**src/rtl/abus_pkg.sv**
```systemverilog
// Shared types and limits for the abus arbiter.
package abus_pkg;

    localparam int unsigned ABUS_MAX_N = 32;

    typedef enum logic {
        ARB_FIXED = 1'b0,
        ARB_RR    = 1'b1
    } arb_mode_e;

    typedef enum logic {
        ARB_IDLE  = 1'b0,
        ARB_OWNED = 1'b1
    } arb_state_e;

endpackage

```
**src/rtl/abus_pick.sv**
```systemverilog
// Find-first-set over req & ~excl, scanning upward from start and wrapping past N-1.
module abus_pick
    import abus_pkg::*;
#(
    parameter int unsigned N  = 8,
    parameter int unsigned IW = $clog2(N)
) (
    input  logic [N-1:0]  req,
    input  logic [N-1:0]  excl,
    input  logic [IW-1:0] start,
    output logic [N-1:0]  onehot,
    output logic [IW-1:0] idx,
    output logic          found
);

    logic [N-1:0] cand;

    assign cand = req & ~excl;

    // Walk candidates in priority order from start; the first hit wins.
    always_comb begin
        int unsigned pos;
        onehot = '0;
        idx    = '0;
        found  = 1'b0;
        pos    = 0;
        for (int unsigned i = 0; i < N; i++) begin
            pos = 32'(start) + i;
            if (pos >= N) begin
                pos = pos - N;
            end
            if (!found && cand[IW'(pos)]) begin
                found               = 1'b1;
                onehot[IW'(pos)]    = 1'b1;
                idx                 = IW'(pos);
            end
        end
    end

endmodule

```
**src/rtl/abus_arb.sv**
```systemverilog
// Registered N-way abus arbiter: fixed or round-robin policy, burst hold, lock, bounded hold.
module abus_arb
    import abus_pkg::*;
#(
    parameter  int unsigned N        = 8,
    parameter  int unsigned MAX_HOLD = 16,
    localparam int unsigned HW       = $clog2(MAX_HOLD + 1),
    localparam int unsigned IW       = $clog2(N)
) (
    input  logic          clk,
    input  logic          rst,
    input  logic          mode,
    input  logic [N-1:0]  req,
    input  logic [N-1:0]  lock,
    output logic [N-1:0]  grant,
    output logic          grant_valid,
    output logic [IW-1:0] grant_id
);

    // Counter needs at least one bit even when the hold is unlimited.
    localparam int unsigned CW = (HW < 1) ? 1 : HW;
    localparam logic [CW-1:0] HOLD_TOP = CW'((MAX_HOLD == 0) ? 0 : MAX_HOLD - 1);

    arb_state_e    state_q, state_d;
    logic [N-1:0]  grant_q, grant_d;
    logic [IW-1:0] id_q, id_d;
    logic          valid_q, valid_d;
    logic [IW-1:0] ptr_q, ptr_d;
    logic [CW-1:0] hold_q, hold_d;

    logic [N-1:0]  pick_onehot;
    logic [IW-1:0] pick_idx;
    logic          pick_found;
    logic [IW-1:0] pick_start;
    logic          owner_req;
    logic          owner_lock;
    logic          others;
    logic          expire;
    logic          take;

    assign owner_req  = |(req & grant_q);
    assign owner_lock = |(lock & grant_q);
    assign others     = |(req & ~grant_q);
    assign expire     = (MAX_HOLD != 0) && (hold_q == HOLD_TOP);
    assign pick_start = (arb_mode_e'(mode) == ARB_RR) ? ptr_q : '0;

    // The current owner is always excluded: on release its req is already low,
    // and on hold expiry it must not win its own re-arbitration.
    abus_pick #(
        .N  (N),
        .IW (IW)
    ) u_pick (
        .req    (req),
        .excl   (grant_q),
        .start  (pick_start),
        .onehot (pick_onehot),
        .idx    (pick_idx),
        .found  (pick_found)
    );

    // Next-state, grant, pointer and hold-counter decisions.
    always_comb begin
        state_d = state_q;
        grant_d = grant_q;
        id_d    = id_q;
        valid_d = valid_q;
        ptr_d   = ptr_q;
        hold_d  = hold_q;
        take    = 1'b0;

        case (state_q)
            ARB_IDLE: begin
                if (pick_found) begin
                    take = 1'b1;
                end
            end
            ARB_OWNED: begin
                if (!owner_req) begin
                    if (pick_found) begin
                        take = 1'b1;
                    end else begin
                        state_d = ARB_IDLE;
                        grant_d = '0;
                        id_d    = '0;
                        valid_d = 1'b0;
                        hold_d  = '0;
                    end
                end else if (expire && !owner_lock && others) begin
                    take = 1'b1;
                end else if (expire && !others) begin
                    hold_d = '0;
                end else if (hold_q != HOLD_TOP) begin
                    hold_d = hold_q + CW'(1);
                end
            end
            default: begin
                state_d = ARB_IDLE;
            end
        endcase

        if (take) begin
            state_d = ARB_OWNED;
            grant_d = pick_onehot;
            id_d    = pick_idx;
            valid_d = 1'b1;
            hold_d  = '0;
            ptr_d   = (pick_idx == IW'(N - 1)) ? '0 : pick_idx + IW'(1);
        end
    end

    // State and output registers; reset clears grant without waiting for an edge.
    always_ff @(posedge clk or posedge rst) begin
        if (rst) begin
            state_q <= ARB_IDLE;
            grant_q <= '0;
            id_q    <= '0;
            valid_q <= 1'b0;
            ptr_q   <= '0;
            hold_q  <= '0;
        end else begin
            state_q <= state_d;
            grant_q <= grant_d;
            id_q    <= id_d;
            valid_q <= valid_d;
            ptr_q   <= ptr_d;
            hold_q  <= hold_d;
        end
    end

    assign grant       = grant_q;
    assign grant_valid = valid_q;
    assign grant_id    = id_q;

endmodule

```
**config.mk**
```make
export PLATFORM = sky130hd
export DESIGN_NAME = abus_arb
export DESIGN_NICKNAME = d
export VERILOG_FILES = /design/src/rtl/abus_pkg.sv /design/src/rtl/abus_pick.sv /design/src/rtl/abus_arb.sv
export SDC_FILE = /design/constraint.sdc
export NUM_CORES = 1
export LEC_CHECK = 0
export ABC_CLOCK_PERIOD_IN_PS = 4700
export CAP_MARGIN = 20
export CORE_MARGIN = 3
export CORE_UTILIZATION = 52
export DETAILED_ROUTE_END_ITERATION = 10
export PLACE_DENSITY = 0.77
export SETUP_SLACK_MARGIN = 0.05
export SYNTH_ARGS = -nofsm -noshare
export SYNTH_HDL_FRONTEND = slang
export SYNTH_HIERARCHICAL = 1
export SYNTH_SLANG_ARGS = --single-unit
```
**constraint.sdc**
```tcl
create_clock -name clk -period 4.7 [get_ports clk]
set_input_delay 0.94 -clock clk [delete_from_list [all_inputs] [get_ports clk]]
set_output_delay 0.94 -clock clk [all_outputs]
set_load 0.02 [all_outputs]
```
==> impl_metrics.csv, run 1 <==
group,metric,value,unit
run_status,outcome,"complete, no violations",
die,coreArea,4880,µm²
routing,wl_met2,3967,µm
timing,max_freq,220.4,MHz
clocking,cts_tree,"built",
routing,met1_length,3707,µm
routing,drt-pass1-iter-count,5,
critical_path,cp_data_required_time,4.90,ns
timing,slew_headroom,0.4883,
hold_path,hold_depth,1,
die,ioPinCount,31,
clocking,cts_buffers,3,
critical_path,setup.worst_path.start,"mode",
place,dp_slack,-0.03932,ns
timing,hold_violations,0,
critical_path,reg2reg_slack,0.96,ns
die,start_util,0.5544,
layout,multi_input_area,2031,µm²
clocking,clock_tree.root_cell,"clkbuf_8",
critical_path,critPathMaxFanout,13,
synth,syn-num-nets,341,
routing,vias_per_cell,6.634,
synth,synth_ff_type,"dfrtp_1",
synth,syn_area,2705,µm²
timing,worstMarginPinSlew,0.7667,ns
layout,fin_nets,407,
layout,fill_cells,422,
timing,holdWs,0.4791,ns
critical_path,rr_startpoint,"ptr_q[0]$_DFFE_PP0P_",
synth,synth_edf_count,0,
layout,finalInstanceArea,3438,µm²
clocking,postCtsHoldBufs,0,
power_and_ir_drop,power_density,728.1,nW/µm²
timing,rsz0062_at_grt,"no",
die,die_y,78.13,µm
die,die-width,78.13,µm
critical_path,crit_arrival,4.74,ns
clocking,clk_latency,0.26,ns
layout,ff_latch_area,525.5,µm²
layout,antennaDiodeCount,0,
place,post-dp-hpwl,6870,µm
layout,postLayoutCoreUtil,0.7046,
global_routing,grt_pass1_wl,14260,µm
critical_path,r2r-end,"grant[7]$_DFFE_PP0P_",
synth,syn-instance-count,313,
place,portBuffers,30,
layout,drive_above_1_share,0.2354,
synth,ys_seq_area_frac,0.1943,
global_routing,grt_overflow,0,
timing,fin_ws,0.1631,ns
layout,syn_to_final_growth,27.10,%
routing,wl_met3,783,µm
timing,fin_crit,4.537,ns
die,rows,25,
clocking,cts_resized,0,
critical_path,setup.worst_path.end_class,"register",
power_and_ir_drop,p_leak,1.402,nW
die,dieArea,6104,µm²
routing,ant_nets,0,
timing,setup_violations,0,
place,place_congestion,1.036,
routing,wl,8624,µm
critical_path,cp-start-kind,"input pin",
job,drv_cap,0,
critical_path,path_class,"input pin to register",
power_and_ir_drop,vdd.ir_drop.worst,0.0004365,V
hold_path,holdCritPathClass,"register to register",
timing,skew,0.003722,ns
hold_path,worstHoldStart,"grant_valid$_DFFE_PP0P_",
clocking,clk_pin_slew,0.07,ns
synth,ys_warn_count,6,
global_routing,grt_max_degree,26,
routing,drt_iter0_drc,270,
hold_path,worstHoldEndpoint,"grant_valid$_DFFE_PP0P_",
critical_path,worst_r2r_path_depth,12,
global_routing,grt_usage,0.2907,
synth,yosysUniqueCellTypes,80,
timing,fin_crit_sh,0.9653,
synth,avgSynthCellArea,8.642,µm²
clocking,htree_levels,1,
routing,drc,0,
global_routing,first_global_vias,2802,
place,place_area,3393,µm²
routing,wl_per_cell,19.38,µm
clocking,clockBufferDepth,2,
synth,ys_async_sr_fraction,1.000,
timing,slew_violations,0,
global_routing,grt_antenna_before_repair,0,
synth,synth-seq-cells,21,
clocking,cts_setup_buffers,0,
routing,highest_layer,"met4",
routing,num_vias,2952,
clocking,clock-sinks,21,
## synth_stat cells (5+ instances only)
master | number | share of area
nor2_1 | 28 | 0.039
nand2_1 | 22 | 0.031
dfrtp_1 | 21 | 0.19
a22o_1 | 14 | 0.045
inv_1 | 14 | 0.019
nand3_1 | 11 | 0.020
nor2b_1 | 11 | 0.025
a21oi_1 | 9 | 0.017
ha_1 | 9 | 0.042
mux2i_1 | 9 | 0.033
mux4_2 | 9 | 0.075
buf_2 | 8 | 0.015
o21ai_0 | 8 | 0.015
a22oi_1 | 7 | 0.019
nand2b_1 | 5 | 0.012
o21ai_1 | 5 | 0.0092
## routing by layer
layer | track usage | up-vias
met5 | 0 | -
met4 | 0.07692 | 0
met3 | 0.05275 | 22
met2 | 0.4675 | 164
met1 | 0.4030 | 1407
li1 | - | 1359
## critical path: stages
cell             delay [ns]
clkdlybuf4s50_1        0.52
and2_1                 0.22
inv_1                  0.10
buf_12                 0.16
ha_4                   0.26
inv_4                  0.06
mux4_2                 0.50
or4_4                  0.56
or4b_4                 0.58
nor2_2                 0.17
nor2_1                 0.07
a32oi_1                0.22
buf_4                  0.23
a22o_1                 0.16
## flip-flops by register name (all words and copies together) (netlist names)
signal / flops
grant: 8
hold_q: 5
grant_id: 3
ptr_q: 3
grant_valid: 1
state_q: 1
## metrics by stage
step / std cells / TNS [ns] / power, mW
after floorplan: 313 / 0 / 1.671
after global routing: 445 / 0 / 2.685
final: 445 / 0 / 2.504
after detailed placement: 441 / -0.3613 / 2.348
after CTS: 445 / 0 / 2.476
after global placement: 441 / 0 / 2.312
## worst max path at each step
stage,end,slack [ns]
3_5_place_dp,grant[7]$_DFFE_PP0P_,-0.04
3_3_place_gp,ptr_q[2]$_DFFE_PP0P_,0.07
2_1_floorplan,grant[0]$_DFFE_PP0P_,0.13
6_report,grant[7]$_DFFE_PP0P_,0.16
4_1_cts,grant[7]$_DFFE_PP0P_,0.20
5_1_grt,grant[7]$_DFFE_PP0P_,0.08
## placed cells by master (no fill, tap or decap), types with 4 or more instances in the layout
master           Yosys  routed
nor2_1              28      27
nand3_1             11      11
buf_4                1      44
nor3_1               4       4
inv_1               14      14
nand2b_1             5       5
mux4_2               9       9
a31oi_1              4       4
ha_1                 9       8
clkdlybuf4s50_1      0      30
nand2_1             22      22
o21a_1               4       4
and2_1               4       4
a22o_1              14      14
a22oi_1              7       7
dfrtp_1             21      21
nand3b_1             4       4
o22ai_1              4       4
o21ai_0              8       8
o21ai_1              5       5
nor2b_1             11      11
a21oi_1              9       9
mux2i_1              9       9
## final cells by class
type / instances / area share
timing repair buffer: 77 / 0.2009
inverter: 16 / 0.01820
sequential: 21 / 0.1528
clock buffer: 4 / 0.01310
tap: 67 / 0.02438
multi-input combinational: 260 / 0.5906
## power breakdown
group / switching (mW) / internal (mW) / leakage (nW)
registers: 0.0816 / 0.252 / 0.265
clock network: 0.0564 / 0.0604 / 0.0228
logic: 1.08 / 0.974 / 1.12
## logic make-up after synthesis
family                   Yosys count  synth area share
flip-flops                        21            0.1943
multiplexers                      21            0.1249
XOR/XNOR                           4           0.01295
buffers and inverters             32           0.06059
AND/OR/NAND/NOR                  118            0.2479
AO/OA/AOI/OAI                    108            0.3178
adder cells (fa/ha/maj)            9           0.04163
Power figures use the tool's default switching activity.
==> run 2: changes to the inputs <==
HOLD_SLACK_MARGIN = 0.05   (was default)
==> results of run 2 <==
Same layout as run 1: the final DEF is identical, and so are final timing and power.
==> run 3: changes to the inputs <==
ABC_CLOCK_PERIOD_IN_PS = 3900   (was 4700)
GPL_TIMING_DRIVEN = 1   (was default)
PLACE_DENSITY = 0.8   (was 0.77)
clock period = 3.9 ns   (was 4.7 ns; I/O delays follow)
==> impl_metrics.csv, run 3 (same netlist as run 1, synthesis figures left out) <==
group,metric,value,unit
layout,final_cell_mix,"buf_4 (112), nor2_1 (26), clkdlybuf4s50_1 (23)",
routing,wl_per_cell,26.90,µm
power_and_ir_drop,p_int,1.961,mW
routing,num_vias,3835,
layout,antennaDiodeCount,0,
die,die-width,78.13,µm
power_and_ir_drop,combPwrFrac,0.850,
hold_path,worstHoldEndpoint,"ptr_q[2]$_DFFE_PP0P_",
place,post-dp-hpwl,8094,µm
routing,drt-pass1-iter-count,9,
routing,drc,0,
power_and_ir_drop,p_sw_frac,0.4920,
routing,ant_nets,0,
power_and_ir_drop,power_density,941.3,nW/µm²
power_and_ir_drop,seq_power_share,0.111,
hold_path,holdCritPathClass,"register to register",
timing,setup_violations,4,
routing,vias_per_cell,7.432,
clocking,cts_buffers,3,
clocking,clk_latency,0.26,ns
global_routing,first_global_vias,3552,
job,drv_cap,0,
routing,wl,13880,µm
timing,slew_violations,0,
place,portBuffers,30,
clocking,clk_pin_slew,0.08,ns
die,coreArea,4880,µm²
place,place_area,3817,µm²
power_and_ir_drop,p_leak,1.810,nW
run_status,outcome,"finished, violations left",
timing,max_freq,250.9,MHz
power_and_ir_drop,vdd.ir_drop.worst,0.0005270,V
die,rows,25,
layout,fill_cells,259,
clocking,clockBufferDepth,2,
timing,fin_ws,-0.08640,ns
critical_path,slowest_stage,"or4_4",
global_routing,grt_usage,0.3791,
critical_path,cp-start-kind,"input pin",
die,ioPinCount,31,
power_and_ir_drop,clkPwrFrac,0.039,
layout,final_common_cell,"buf_4",
critical_path,reg2reg_slack,0.09,ns
clocking,clock-sinks,21,
clocking,cts_tree,"built",
timing,hold_violations,0,
layout,largest_register_ffs,8,
global_routing,grt_max_degree,22,
layout,syn_to_final_growth,51.57,%
timing,tns,-0.1418,ns
layout,final_cells,516,
timing,skew,0.002793,ns
place,dp_slack,-0.6780,ns
place,place_congestion,0.9902,
critical_path,crit_arrival,4.17,ns
critical_path,rr_startpoint,"ptr_q[0]$_DFFE_PP0P_",
critical_path,r2r-end,"grant[2]$_DFFE_PP0P_",
timing,fin_crit,3.986,ns
timing,worstMarginPinSlew,0.8050,ns
die,die_y,78.13,µm
place,dp_cells,496,
routing,drt_iter0_drc,791,
global_routing,grt_overflow,0,
critical_path,path_class,"input pin to register",
layout,drive_above_1_share,0.4098,
die,dieArea,6104,µm²
power_and_ir_drop,p_switching,1.899,mW
critical_path,critPathMaxFanout,6,
global_routing,grt_antenna_before_repair,0,
critical_path,crit_path_max_incr_delay,0.61,ns
clocking,clock_tree.root_cell,"clkbuf_8",
hold_path,hold_depth,1,
global_routing,grt_pass1_wl,18440,µm
critical_path,worst_r2r_path_depth,12,
critical_path,cp_data_required_time,4.08,ns
timing,fin_crit_sh,1.022,
critical_path,critPathBufInv,4,
hold_path,worstHoldStart,"ptr_q[2]$_DFFE_PP0P_",
timing,slew_headroom,0.4627,
run_status,violations,"setup timing",
critical_path,path_delay_family,"simple AND/OR/NAND/NOR gates",
critical_path,setup.worst_path.end_class,"register",
layout,finalInstanceArea,4100,µm²
layout,fin_nets,478,
clocking,htree_levels,1,
critical_path,cp_cell_sequence,"buf_2 -> buf_4 -> and2_1 -> buf_4 -> a2111oi_2 -> nor4_1 -> or4_4 -> or4b_4 -> nor2_4 -> nor2_1 -> a32oi_2 -> buf_6 -> a22o_1",
critical_path,crit_path_frequent_cell,"buf_4",
die,start_util,0.5544,
run 3: changes by cell type in the layout (fill, tap and decap cells not counted), moves of 3 or more:
| cell | before | now |
|---|---|---|
| nor2b_1 | 11 | 8 |
| buf_6 | 0 | 3 |
| dlygate4sd2_1 | 0 | 4 |
| and2_4 | 0 | 3 |
| ha_1 | 8 | 5 |
| clkdlybuf4s50_1 | 30 | 23 |
| buf_4 | 44 | 112 |
run 3: how the worst max path moves through the flow:
stage                start                    to  slack, ns  cells past startpoint
floorplan             mode  grant[0]$_DFFE_PP0P_      -0.22                     15
global placement      mode  ptr_q[2]$_DFFE_PP0P_      -0.59                      9
detailed placement    mode  grant[2]$_DFFE_PP0P_      -0.68                     13
CTS                 req[7]  grant[2]$_DFFE_PP0P_       0.05                     11
global route          mode  grant[2]$_DFFE_PP0P_      -0.07                     13
finish                mode  grant[2]$_DFFE_PP0P_      -0.09                     13
run 3: layer usage:
metal | global-route usage | up-vias | routed length [µm]
met5 | 0 | - | 0
met4 | 0.1923 | 0 | 1176
li1 | - | 1508 | -
met1 | 0.4733 | 1734 | 4694
met3 | 0.06995 | 129 | 2167
met2 | 0.6250 | 464 | 5841
run 3: area by class of cell:
cell class                      instances  area [µm²]  area share
Timing Repair Buffer                  147        1210      0.2951
Clock inverter                          1       5.005    0.001221
Multi-Input combinational cell        261        2165      0.5279
Tap cell                               67       83.83     0.02045
Inverter                               16       70.07     0.01709
Clock buffer                            3       41.29     0.01007
Sequential cell                        21       525.5      0.1282
run 3: power by group through the flow:
stage	registers [mW]	clock network, mW	logic (mW)
finish	0.427	0.150	3.28
global route	0.433	0.156	3.39
CTS	0.403	0.138	2.95
detailed placement	0.399	0	2.79
global placement	0.393	0	2.72
floorplan	0.432	0	1.64
run 3: through the flow:
stage	power [mW]	utilization	hold WS (ns)
2_1_floorplan	2.071	-	0.4719
3_3_place_gp	3.114	0.7823	0.4629
3_5_place_dp	3.187	0.7823	0.4648
4_1_cts	3.489	0.8172	0.4822
5_1_grt	3.984	0.8403	0.5620
6_report	3.860	0.8403	0.5299
run 3: what timing repair did:
| item | 4_1_cts | 5_1_grt |
|---|---|---|
| resized for setup | 21 | 16 |
| cloned | 2 | 0 |
| setup buffers | 8 | 6 |
| endpoints found under the setup margin | 20 | 20 |
| hold buffers | 0 | 0 |
| pin swaps | 10 | 9 |
